===== src/rtl/req_shaper_pkg.sv =====
// rtl/req_shaper_pkg.sv - channel state type and default parameters for req_shaper
package req_shaper_pkg;

  typedef enum logic [1:0] {
    IDLE = 2'd0,
    REQ  = 2'd1,
    HOLD = 2'd2,
    REL  = 2'd3
  } state_e;

  localparam int DEF_DEPTH = 4;
  localparam int DEF_LEN_W = 4;
  localparam int DEF_TMO   = 15;

endpackage


===== src/rtl/req_chan.sv =====
// rtl/req_chan.sv - one shaper channel: token FIFO, request/hold FSM, wait-stall counter
module req_chan
  import req_shaper_pkg::*;
#(
  parameter int DEPTH = DEF_DEPTH,
  parameter int LEN_W = DEF_LEN_W,
  parameter int TMO   = DEF_TMO
) (
  input  logic             clk_i,
  input  logic             rst_ni,
  input  logic             in_valid_i,
  input  logic [LEN_W-1:0] in_len_i,
  output logic             in_ready_o,
  input  logic             gnt_i,
  output logic             req_o,
  output logic             done_o,
  output logic             stall_o
);

  localparam int PW = $clog2(DEPTH);
  localparam int CW = PW + 1;
  localparam int WW = $clog2(TMO + 1);

  logic [LEN_W-1:0] mem_q [DEPTH];
  logic [PW-1:0]    wr_ptr_q, rd_ptr_q;
  logic [CW-1:0]    count_q;
  state_e           state_q, state_d;
  logic [LEN_W-1:0] cnt_q, cnt_d;
  logic [WW-1:0]    wait_q, wait_d;
  logic             stall_q, stall_d;
  logic             push, pop;

  // Ready comes from the registered count only, so a pop never frees a slot in the same cycle.
  assign in_ready_o = (count_q < CW'(DEPTH));
  assign push       = in_valid_i & in_ready_o;
  assign done_o     = pop;
  assign stall_o    = stall_q;

  always_ff @(posedge clk_i) begin
    if (push) begin
      mem_q[wr_ptr_q] <= in_len_i;
    end
  end

  always_ff @(posedge clk_i) begin
    if (!rst_ni) begin
      wr_ptr_q <= '0;
      rd_ptr_q <= '0;
      count_q  <= '0;
      state_q  <= IDLE;
      cnt_q    <= '0;
      wait_q   <= '0;
      stall_q  <= 1'b0;
    end else begin
      if (push) wr_ptr_q <= wr_ptr_q + 1'b1;
      if (pop)  rd_ptr_q <= rd_ptr_q + 1'b1;
      count_q <= count_q + CW'(push) - CW'(pop);
      state_q <= state_d;
      cnt_q   <= cnt_d;
      wait_q  <= wait_d;
      stall_q <= stall_d;
    end
  end

  always_comb begin
    state_d = state_q;
    cnt_d   = cnt_q;
    wait_d  = wait_q;
    stall_d = stall_q;
    req_o   = 1'b0;
    pop     = 1'b0;
    case (state_q)
      IDLE: begin
        if (count_q != '0) begin
          state_d = REQ;
          wait_d  = '0;
        end
      end
      REQ: begin
        req_o = 1'b1;
        if (gnt_i) begin
          state_d = HOLD;
          cnt_d   = mem_q[rd_ptr_q];
        end else if (wait_q < WW'(TMO)) begin
          wait_d = wait_q + 1'b1;
          if (wait_q == WW'(TMO - 1)) stall_d = 1'b1;
        end
      end
      HOLD: begin
        // A revoked grant is deliberately ignored here; the hold always runs to completion.
        req_o = 1'b1;
        if (cnt_q == '0) begin
          pop     = 1'b1;
          state_d = REL;
        end else begin
          cnt_d = cnt_q - 1'b1;
        end
      end
      REL: begin
        if (!gnt_i) begin
          state_d = (count_q != '0) ? REQ : IDLE;
          wait_d  = '0;
        end
      end
      default: state_d = IDLE;
    endcase
  end

endmodule


===== src/rtl/req_shaper.sv =====
// rtl/req_shaper.sv - two independent token-shaped request channels toward a two-requester arbiter
module req_shaper
  import req_shaper_pkg::*;
#(
  parameter int DEPTH = DEF_DEPTH,
  parameter int LEN_W = DEF_LEN_W,
  parameter int TMO   = DEF_TMO
) (
  input  logic             clk,
  input  logic             rst_n,
  input  logic             in_valid_0,
  input  logic             in_valid_1,
  input  logic [LEN_W-1:0] in_len_0,
  input  logic [LEN_W-1:0] in_len_1,
  output logic             in_ready_0,
  output logic             in_ready_1,
  input  logic             gnt_0,
  input  logic             gnt_1,
  output logic             req_0,
  output logic             req_1,
  output logic             done_0,
  output logic             done_1,
  output logic             stall_0,
  output logic             stall_1
);

  req_chan #(.DEPTH(DEPTH), .LEN_W(LEN_W), .TMO(TMO)) u_chan_0 (
    .clk_i      (clk),
    .rst_ni     (rst_n),
    .in_valid_i (in_valid_0),
    .in_len_i   (in_len_0),
    .in_ready_o (in_ready_0),
    .gnt_i      (gnt_0),
    .req_o      (req_0),
    .done_o     (done_0),
    .stall_o    (stall_0)
  );

  req_chan #(.DEPTH(DEPTH), .LEN_W(LEN_W), .TMO(TMO)) u_chan_1 (
    .clk_i      (clk),
    .rst_ni     (rst_n),
    .in_valid_i (in_valid_1),
    .in_len_i   (in_len_1),
    .in_ready_o (in_ready_1),
    .gnt_i      (gnt_1),
    .req_o      (req_1),
    .done_o     (done_1),
    .stall_o    (stall_1)
  );

endmodule


===== config.mk =====
export PLATFORM = sky130hd
export DESIGN_NAME = req_shaper
export DESIGN_NICKNAME = d
export VERILOG_FILES = /design/src/rtl/req_shaper_pkg.sv /design/src/rtl/req_chan.sv /design/src/rtl/req_shaper.sv
export SDC_FILE = /design/constraint.sdc
export NUM_CORES = 1
export LEC_CHECK = 0
export BUFFER_PORTS_ARGS = -buffer_cell sky130_fd_sc_hd__buf_2
export CORE_MARGIN = 2
export CORE_UTILIZATION = 30
export CTS_CLUSTER_SIZE = 10
export DETAILED_ROUTE_END_ITERATION = 10
export HOLD_SLACK_MARGIN = 0.02
export PLACE_DENSITY = 0.44
export SYNTH_ARGS = -nofsm -noshare
export SYNTH_HDL_FRONTEND = slang
export SYNTH_SLANG_ARGS = --single-unit

===== constraint.sdc =====
create_clock -name clk -period 4.3 [get_ports clk]
set_input_delay 0.86 -clock clk [delete_from_list [all_inputs] [get_ports clk]]
set_output_delay 0.86 -clock clk [all_outputs]
set_load 0.01 [all_outputs]

# Word-level counts from Yosys, hierarchy flattened
# Memory sizes are Yosys's and may differ from the RTL's. A register that Yosys moved wholly into a read port is not among the register bits.
# Index checks and enable logic that the tools add are counted.
word_totals:
  word_cells: 120
  ram_bits: 32
  regBits: 36
  memories: 2
  input_bits: 14
mem_list:
  columns: ["name", "words", "word_bits", "read_ports", "rd_clocked_by_memory_dff", "write_ports", "line", "source"]
  rows:
  - ["u_chan_0.mem_q", 4, 4, 1, 1, 1, "req_chan.sv:24", "logic [LEN_W-1:0] mem_q [DEPTH];"]
  - ["u_chan_1.mem_q", 4, 4, 1, 1, 1, "req_chan.sv:24", null]
op_classes:
  n_mux: 42
  n_reduce_logical: 20
  eq_ne: 22
  n_bitwise: 4
  magnitude_cmp: 4
  addsub: 12
op_table:
  columns: ["operator", "n"]
  rows:
  - ["$mux 4", 12]
  - ["$mux 2", 12]
  - ["$pmux 4 s3", 2]
  - ["$ne 2x2->1 const B", 8]
  - ["$pmux 2 s4", 2]
  - ["$pmux 4 s2", 2]
  - ["$reduce_and 4->1", 4]
  - ["$mux 1", 12]
  - ["$ne 2x1->1 const B", 6]
  - ["$reduce_bool 3->1", 4]
  - ["$reduce_and 5->1", 2]
  - ["$add 2x1->2 const B", 4]
  - ["$add 4x1->4 const B", 2]
  - ["$eq 2x2->1 const B", 4]
  - ["$eq 4x4->1 const B", 2]
  - ["$logic_not 4->1", 2]
  - ["$lt 4x4->1 const B", 2]
  - ["$sub 4x1->4 const B", 2]
  - ["$add 3x1->3", 2]
  - ["$lt 3x3->1 const B", 2]
  - ["$reduce_and 3->1", 2]
  - ["$sub 3x1->3", 2]
  - ["$eq 2x1->1 const B", 2]
  - ["$logic_not 2->1", 2]
  - ["other kinds (4)", 8]

# Logic depth before layout (Yosys ltp)
# Gate-level depths: netlist of run 1.
depth:
  ltp_word: 5
  mapped_depth: 12
  ltp_nobuf: 11

# Modules after synthesis
# From an unflattened synthesis of run 1, not the netlist that was laid out.
unflattened:
  cells_unflattened: 315
  hier_area_um2: 3602.2
by_module_without_submodules:
  columns: ["mod", "n_inst", "area_per_inst_um2", "seq_area_each_um2", "cells_per_inst"]
  rows:
  - ["req_chan at u_chan_0", 1, 1816.7, 880.8, 156]
  - ["req_chan at u_chan_1", 1, 1785.5, 880.8, 159]

# Worst setup path before layout of run 1
# Ideal clock, no wire load.
synth_path:
  path_type: "register to register"
  startpoint: "reg u_chan_0.state_q[0]"
  endpoint: "reg u_chan_0.count_q[2]"
  arrival_time_ns: 2.460
  t_required_ns: 4.172
  path_stages_with_launch: 13
  slack_ns: 1.712
  synth_period_minus_slack_ns: 2.588
  cell_sequence: "dfxtp_1 -> inv_1 -> ha_1 -> nor4bb_1 -> clkbuf_1 -> ha_1 -> inv_1 -> ha_1 -> inv_1 -> fa_1 -> xnor2_1 -> xnor2_1 -> nor2_1"
synth_between:
  elab_chain_len: 3
synth_rtl:
  columns: ["item", "line", "source"]
  rows:
  - ["start: declaration", "req_chan.sv:27", "state_e state_q, state_d;"]
  - ["start signal: assignment", "req_chan.sv:58", "state_q <= state_d;"]
  - ["$eq 2x2->1", "req_chan.sv:72", "case (state_q)"]
  - ["$mux 1", "req_chan.sv:72", null]
  - ["named net done_0", "req_shaper.sv:21", "output logic done_0,"]
  - ["$sub 3x1->3", "req_chan.sv:57", "count_q <= count_q + CW'(push) - CW'(pop);"]
  - ["end signal: assignment", "req_chan.sv:57", null]
  - ["end: declaration", "req_chan.sv:26", "logic [CW-1:0] count_q;"]
# The timed path passes the listed nets, and every way through them passes these cells.
# A chain may end at the register's enable or synchronous reset.

# Worst setup path after layout of run 1
layout_path:
  startpoint: "reg u_chan_1.state_q[0]"
  endpoint: "out done_1"
layout_between:
  elab_chain_len: 2
layout_rtl:
  columns: ["item", "line", "source"]
  rows:
  - ["start: declaration", "req_chan.sv:27", null]
  - ["start signal: assignment", "req_chan.sv:58", null]
  - ["$eq 2x2->1", "req_chan.sv:72", null]
  - ["$mux 1", "req_chan.sv:72", null]
  - ["end: declaration", "req_shaper.sv:22", "output logic done_1,"]
# No other way between the ends.

==> impl.org, run 1 <==
** Hold path
- Start point of the worst min-delay path :: u_chan_0.stall_o
- The worst hold path terminates at u_chan_0.stall_o.
- Worst hold path type :: reg2reg
- Counting instances, the worst hold path has a depth of 1.

** Clocking
- Clk sinks :: 72
- Total CTS buffers :: 9
- Maximum count of clock buffers along a single path :: 2
- Clock insertion delay at the later pin of the skew report :: 330 ps
- # Post-CTS Setup Buffers :: 0
- TritonCTS built the clock tree.
- The H-tree generated during clock tree synthesis spans 3 levels.
- Number of hold buffers added after cts :: 0
- Clock root cell :: clkbuf_16
- Post-CTS Resized :: 0
- Clk pin slew, worst setup/hold paths :: roughly 60 ps

** Floorplanning
- Starting density of the core :: a little under a third
- DIE AREA :: ~0.012 sq mm
- Measured along the x axis, the die boundary spans 112 microns.
- Top-level I/O count :: 22
- Floorplan row count :: 39
- Placeable core region :: 0.0114 sq mm
- Die Height :: 112 microns

** Power and ir drop
- Overall Power :: 2.74 mW
- In this run the static leakage power is roughly 1.5 nW.
- Across the VDD grid, the largest voltage drop is about 0.2 mV.
- Power density over cell area :: 671 mW/mm^2

** Global routing
- The number of global-route vias before repair was roughly 2,200.
- For this run, the total global-route usage over all layers was measured as 11.5%.
- The initial antenna violation count came to 0.
- The first global-routing pass estimated 11.2 mm of wire.
- In the global route stage, met2 resource usage came out at 17.0%.
- The layer flagged by global routing as most heavily used is met2.
- Global routing finished with a remaining overflow of 0.
- GR Layer Usage met3 :: 2.94%
- Maximum number of pins on one net before global-route repair :: 30
- In the global route stage, met1 resource usage came out at 15.7%.

** Yosys
- Net count after synthesis :: about 350
- FF+latch count, synth :: 72
- Counting flops with a built-in enable in the synthesized netlist gives 32.
- For this run, the number of Yosys warnings is 0.
- In this run, distinct cell masters in the synthesized netlist total between 40 and 50.
- Gate count after technology mapping :: 302
- Synthesized area per cell :: 11.5 sq um
- Sequential elements use 50.8% of the synthesized area.
- Cell Area, Synth :: 0.00347 sq mm
- Post-synthesis async set-or-reset flop share :: 0%
- Prevailing post-synth register cell :: dfxtp_1

** Critical path
- For this design, the slowest cell found on the critical path is nor4bb_1.
- In this run the critical register-to-register path is captured at u_chan_0.count_q[2].
- The worst register-to-register path begins at u_chan_0.state_q[0].
- Broken down by cell family, the worst path's largest delay share belongs to buffers and inverters.
- Worst reg2reg setup slack :: 1650 ps
- The worst setup path is launched from a flop.
- In this design, the stage delay of the slowest critical-path cell is between 300 and 400 ps.
- For the worst setup path, the data required time is 3440 ps.
- The worst setup path is captured at an output pin.
- Walking the worst path, the cells encountered are inv_1 > ha_1 > nor4bb_1 > buf_4 > buf_2.
- Maximum fanout count along the critical path :: 8
- The critical path contains buffers and inverters numbering 3 combined.
- STA puts the critical path data arrival time at 1890 ps.
- The number of cells on the worst reg-to-reg path is 12.
- The critical path in this run is classified as reg2out.

** Placement
- Including well taps, the total number of placed cells is 460.
- Weighted congestion at the end of routability-driven global placement :: 0.765
- Port buffering added 21 buffers.
- HPWL Detailed :: 4.65 mm

** Cells and area
- Fill cells in the final layout number 1,116.
- Diodes inserted :: 0
- Layout net count :: 374
- Cells with a size suffix above 1 make up 16.5% of the layout.
- Relative to the synthesized area, the layout overhead comes to 17.7%.
- For this run, the share of the core covered by cells in the final layout is 35.9%.
- Final Instance Count excl. Fillers :: 476

** Routing
- Summing over every cut layer, the via total after detailed routing is 2,255.
- After the first detailed-routing iteration, the DRC count stood at 90.
- For this run, design rule violations remaining after detail routing come to 0.
- The count of nets left with antenna violations once routing finished came out at 0.
- Post-detailed-route via-to-cell ratio :: 4.74
- For this run, the detailed router's first-pass iteration total came to 4.
- Routed length per instance :: between 10 and 15 microns
- Routed Wire Length :: 6.68 mm

** STA
- The worst path needs 2750 ps of the cycle, external delays included.
- Between clock sinks in the finished design, the worst skew comes to 9.13 ps.
- Headroom to the max-slew limit came out at 30.2%.
- Number of max-slew violations in the final report :: 0
- Setup repair after global routing left no endpoint under its margin.
- Timing would allow up to 364 MHz.
- Setup violations remaining at the end of the flow were counted as 0.
- Final TNS setup :: 0 ps
- Period utilization :: approximately 64%
- Final hold violation count :: 0
- Worst slew pin tran :: 1050 ps
- Hold is met by 458 ps.

** Job
- The tool flagged a number of max-cap violations equal to 0.

** Outcome
- Run status :: finished clean
## state kept, by name, indices dropped and copies added (netlist names), named ones only
register           flops
u_chan_0.cnt_q         4
u_chan_0.count_q       3
u_chan_0.mem_q        16
u_chan_0.rd_ptr_q      2
u_chan_0.stall_o       1
u_chan_0.state_q       2
u_chan_0.wait_q        4
u_chan_0.wr_ptr_q      2
u_chan_1.cnt_q         4
u_chan_1.count_q       3
u_chan_1.mem_q        16
u_chan_1.rd_ptr_q      2
u_chan_1.stall_o       1
u_chan_1.state_q       2
u_chan_1.wait_q        4
u_chan_1.wr_ptr_q      2
## cell usage in the layout, fill, tap and decap left out, types with 2 or more instances in the layout
cell       count
dfxtp_1       40
xnor2_1        7
fa_1           2
clkinv_4       2
buf_2         21
a32o_1         4
nand2_1       17
nand3_1        4
o21a_1         3
clkbuf_16      9
a31oi_1        2
xor2_1         3
edfxtp_1      32
o31a_1         3
buf_4          2
or4_1          2
and2_1        11
a21oi_1       10
nor4_1         4
nor4b_1        4
nor2_1        23
bufinv_16      3
ha_1          30
o21ai_0       14
nand2b_1       5
nor2b_1        4
a211oi_1       7
mux4_2         8
nor4bb_1       2
nand3b_1       2
inv_1         28
nor3_1         3
mux2i_1        2
## area by class of cell
class / instances / area [sq um] / area share, %
clock buffer: 9 / 225 / 5.51
tap: 143 / 179 / 4.38
inverter: 28 / 105 / 2.57
multi-input combinational: 194 / 1570 / 38.5
clock inverter: 7 / 120 / 2.94
sequential: 72 / 1760 / 43.1
timing repair buffer: 23 / 120 / 2.94
## synthesized netlist by cell type (all sizes together) (3+ instances only)
cell    number  area [sq um]
nor3         4          25.0
nor4b        4          35.0
clkbuf       6          22.5
nor4         4          25.0
dfxtp       40           801
a32o         4          40.0
mux4         8           180
xnor2        7          61.3
o21ai       14          70.1
o21a         3          22.5
nor2b        4          25.0
nor2        23          86.3
a21oi       10          50.1
ha          30           375
o31a         3          26.3
inv         28           105
nand2       17          63.8
xor2         3          26.3
a211oi       7          52.6
nand2b       5          31.3
nand3        4          20.0
edfxtp      32           961
and2        11          68.8
## worst register-to-register path: stages (launching register included)
cell and delay (ps):
dfxtp_1 320, inv_1 140, ha_1 320, nor4bb_1 340, buf_4 200, ha_1 230
inv_1 50, ha_1 120, inv_1 50, fa_1 370, xnor2_1 180, xnor2_1 130
nor2_1 50
## stage by stage
stage,instance area (sq um),setup slack (ps)
global route,4090,1320
global placement,3740,1730
CTS,4090,1500
floorplan,3470,1710
finish,4090,1550
detailed placement,3740,1680
## power by group
group          switching, mW  internal, mW  leakage, nW  total, mW
Combinational          0.496         0.422        0.760      0.917
Clock                  0.295         0.567        0.166      0.862
Sequential             0.114         0.847        0.619      0.961
## worst max-delay path by stage
stage	end	slack [ps]	start	depth (start not counted)
floorplan	u_chan_0.count_q[2]	1710	u_chan_0.state_q[0]	12
global placement	u_chan_0.count_q[2]	1730	u_chan_0.state_q[0]	12
detailed placement	u_chan_0.count_q[2]	1680	u_chan_0.state_q[0]	12
CTS	done_1	1500	u_chan_1.state_q[0]	5
global route	done_1	1320	u_chan_1.state_q[0]	5
finish	done_1	1550	u_chan_1.state_q[0]	5
## cells by family after synthesis
logic type	synth area share, %
buf+inv	3.89
simple gates	14.3
mux	6.09
xor+xnor	2.52
fa+ha+maj	12.0
flops	50.8
compound gates	10.4
## routing by layer
layer,up-vias,share of wire [%]
met3,11,2.7
met5,-,0
met2,29,44
met4,0,2.5
met1,1073,51
li1,1142,-
No activity file was read; power rests on OpenSTA's default activity.
==> run 2, diff against run 1 <==
- PLACE_DENSITY: 0.44 -> 0.46
- clock period: 4.3 -> 2.3 ns (I/O delays scaled with it)
==> run 2 against run 1 <==
  * Hold slack worse by 110 ps
  * First-iteration DRC count is 36% lower
  * Die area stayed put
  * Clock power is 73% higher
  * Core utilization is 1.3 points higher
  * Clock-buffer cell count stayed put
  * Critical path type is now reg2reg
  * Highest routed layer unchanged
==> impl.org, run 2 (same netlist as run 1, synthesis figures left out) <==
** Outcome
- The flow ran to the end, and the final reports show no timing, DRC or antenna violations.

** STA
- Clock tree skew after final layout :: 8.71 ps (-0.427 ps)
- The number of pins with negative max-slew slack in the final report is 0 (unchanged).
- Fin crit period :: 2180 ps
- Final hold violation count :: 0 (unchanged)
- Max Fclk :: about 460 MHz
- The total of endpoints with negative setup slack in the final report is 0 (unchanged).
- Final TNS setup :: 0 ps (unchanged)
- The pin slew with the least headroom to its limit was 629 ps (-417 ps).
- The normalized max-slew margin is 57.5% (+27 points).
- RSZ-0062 raised after global routing :: true
- After layout, the worst path uses between 90% and 100% of the clock period.

** Critical path
- The required time reported for the critical path endpoint was 2520 ps (-920 ps).
- The worst path buffer plus inverter count was 3 (unchanged).
- Timing startpoint of the critical path :: u_chan_1.state_q[0]
- Cell Chain, Critical Path :: inv_2 > ha_4 > nor4bb_4 > ha_1 > inv_1 > ha_1 > inv_1 > fa_1 > xor2_1 > xnor2_1 > nor2_1
- Critical R2R Launch :: u_chan_1.state_q[0]
- The delay of the slowest critical-path stage was 360 ps (about the same).
- Maximum fanout count along the critical path :: 3 (-5)
- The largest individual stage delay along the critical path comes from the cell fa_1.
- In this design, the largest share of critical-path delay is due to adder cells.
- STA classifies the critical path endpoint as a flop.
- The worst setup path is of the reg2reg kind.
- Signal arrival time at the worst endpoint :: 2400 ps (+510 ps)
- Type of origin of the critical path :: flop

** Cells and area
- The antenna diode count is 0 (unchanged).
- The largest registers in the layout are u_chan_0.mem_q: 16 flops, u_chan_1.mem_q: 16 flops.
- Layout net count :: 390 (+4.3%)
- Share of layout cells above drive strength 1 :: 22.3% (+5.8 points)
- Compared with the post-synthesis result, the final layout area differs by 22.1%.
- In the layout the commonest cells are dfxtp_1 (39), edfxtp_1 (32), ha_1 (28).
- Share of the core filled with cells in the final layout :: 37.3% (+1.3 points)
- Summed area of non-filler cells in the final layout :: 0.00424 sq mm (+3.7%)
- The fill cell instance count of the final layout was 1,114 (-0.18%).
- The library cell used most frequently in the layout, excluding fill and tap cells, is dfxtp_1.

** Power and ir drop
- The leakage dissipation is 1.62 nW (+4.9%).
- Switching share of power :: 33.2% (+0.18 points)
- Peak VDD IR :: 0.504 mV (+150%)
- The total power per unit cell area came to 1230 mW/mm^2 (+84%).
- The switching power of the nets was 1.73 mW (+92%).
- The proportion of power drawn by flip-flops and latches came to 34.4% (-0.7 points).
- Overall Power :: 5.23 mW (+91%)
- The internal power consumption is 3.50 mW (+90%).
- Combinational group share of total power :: 37.2% (+3.7 points)
- The clock network fraction of total power was 28.5% (-3.0 points).

** Global routing
- Maximum number of pins on one net before global-route repair :: 15 (-50%)
- The global-route wire length before repair was 11.2 mm (unchanged).
- Overall track demand over capacity in global routing :: 11.5% (-0.075 points)
- Number of antenna violations at the first check in global routing :: 0 (unchanged)
- The aggregate global routing overflow came to 0 (unchanged).
- The number of global-route vias before repair is 2,253 (+4.3%).

** Floorplanning
- The floorplan die height is 112 microns (unchanged).
- The chip width is 112 microns (unchanged).
- The core area was 0.0114 sq mm (unchanged).
- The die footprint came to 0.0124 sq mm (unchanged).
- Starting density of the core :: 30.5% (unchanged)
- Floorplan row count :: 39 (unchanged)
- The number of top-level pins was 22 (unchanged).

** Routing
- The antenna violation net count after detailed routing is 0 (unchanged).
- The number of iterations in the first detailed-routing pass is 4 (unchanged).
- Routed length per instance :: 13.5 microns (-3.9%)
- The total vias in the final route was 2,284 (+1.3%).
- Drt initial violations :: 58 (-36%)
- The via count normalized by instance count was 4.64 (-2.0%).
- Routed Wire Length :: 6.63 mm (-0.63%)
- Number of remaining DRC errors :: 0 (unchanged)

** Clocking
- The tree is rooted in a clkbuf_16.
- The clock input transition at the sequential cells of the worst setup and hold paths is 60 ps (about the same).
- Clk sinks :: 72 (unchanged)
- The maximum root-to-sink buffer count came to 2 (unchanged).
- Total CTS buffers :: 9 (unchanged)
- H-tree Lvls :: 3 (unchanged)
- TritonCTS built the clock tree.
- Number of hold buffers added after cts :: 0 (unchanged)
- Clock insertion delay at the later pin of the skew report :: 330 ps (about the same)

** Hold path
- The startpoint identified for the worst hold timing path is in_len_0[3].
- The worst hold path belongs to the class in2reg.

** Placement
- The sum of net half-perimeters after detailed placement was 4.86 mm (+4.5%).
- The number of buffer cells added on primary ports is 21 (unchanged).
- Placed cell areas :: 0.00388 sq mm (+3.9%)
- Weighted congestion at the end of routability-driven global placement :: 0.790 (+3.2%)

** Job
- The reported max-cap violation count came to 0 (unchanged).
## run 2: cell count changes in the layout (fill, tap and decap cells not counted), sizes merged
cell	before	now
clkinv	3	5
bufinv	3	2
clkinvlp	1	0
buf	23	39
## run 2: power groups by stage
| stage | sequential, mW | clock (mW) | combinational [mW] |
|---|---|---|---|
| 4_1_cts | 1.79 | 1.52 | 1.94 |
| 3_3_place_gp | 1.80 | 0 | 1.92 |
| 2_1_floorplan | 1.77 | 0 | 1.39 |
| 3_5_place_dp | 1.81 | 0 | 1.92 |
| 5_1_grt | 1.83 | 1.58 | 2.21 |
| 6_report | 1.80 | 1.49 | 1.94 |
## run 2: stage by stage
stage               cells  hold slack [ps]  setup WS, ps
finish                492              348           122
global route          492              335         -60.3
CTS                   492              340          5.02
detailed placement    476              461         -23.8
global placement      476              447          51.2
floorplan             302              477         -24.8
## run 2: layer usage
| metal | GRT usage (%) | vias up | wire length [microns] |
|---|---|---|---|
| met4 | 4.77 | 0 | 103 |
| met2 | 18.0 | 39 | 2990 |
| met5 | 0 | - | 0 |
| li1 | - | 1167 | - |
| met1 | 14.9 | 1070 | 3270 |
| met3 | 3.27 | 8 | 264 |
## run 2: worst paths after layout
check                         end  slack, ps  cells after the start
min          u_chan_0.mem_q[3][3]        350                      1
min reg2reg      u_chan_1.stall_o        470                      2
max reg2reg   u_chan_1.count_q[2]        120                     11
max           u_chan_1.count_q[2]        120                     11
## run 2: final cells by class
type	instances	area, sq um	area share (%)
clock buffer	9	225	5.31
multi-input combinational	194	1630	38.4
sequential	72	1760	41.6
tap	143	179	4.22
timing repair buffer	39	240	5.67
clock inverter	7	96.3	2.27
inverter	28	105	2.48
## run 2: repair_timing
action / CTS / global route
pin swaps: 0 / 2
setup endpoints to repair: 1 / 2
resized for setup: 1 / 4
setup buffers: 0 / 0
## run 2: worst register-to-register path, stage by stage, from the launching register on
cell and delay (ps):
dfxtp_2 330, inv_2 70, ha_4 130, nor4bb_4 320, ha_1 280, inv_1 50, ha_1 130, inv_1 50
fa_1 360, xor2_1 160, xnor2_1 130, nor2_1 50
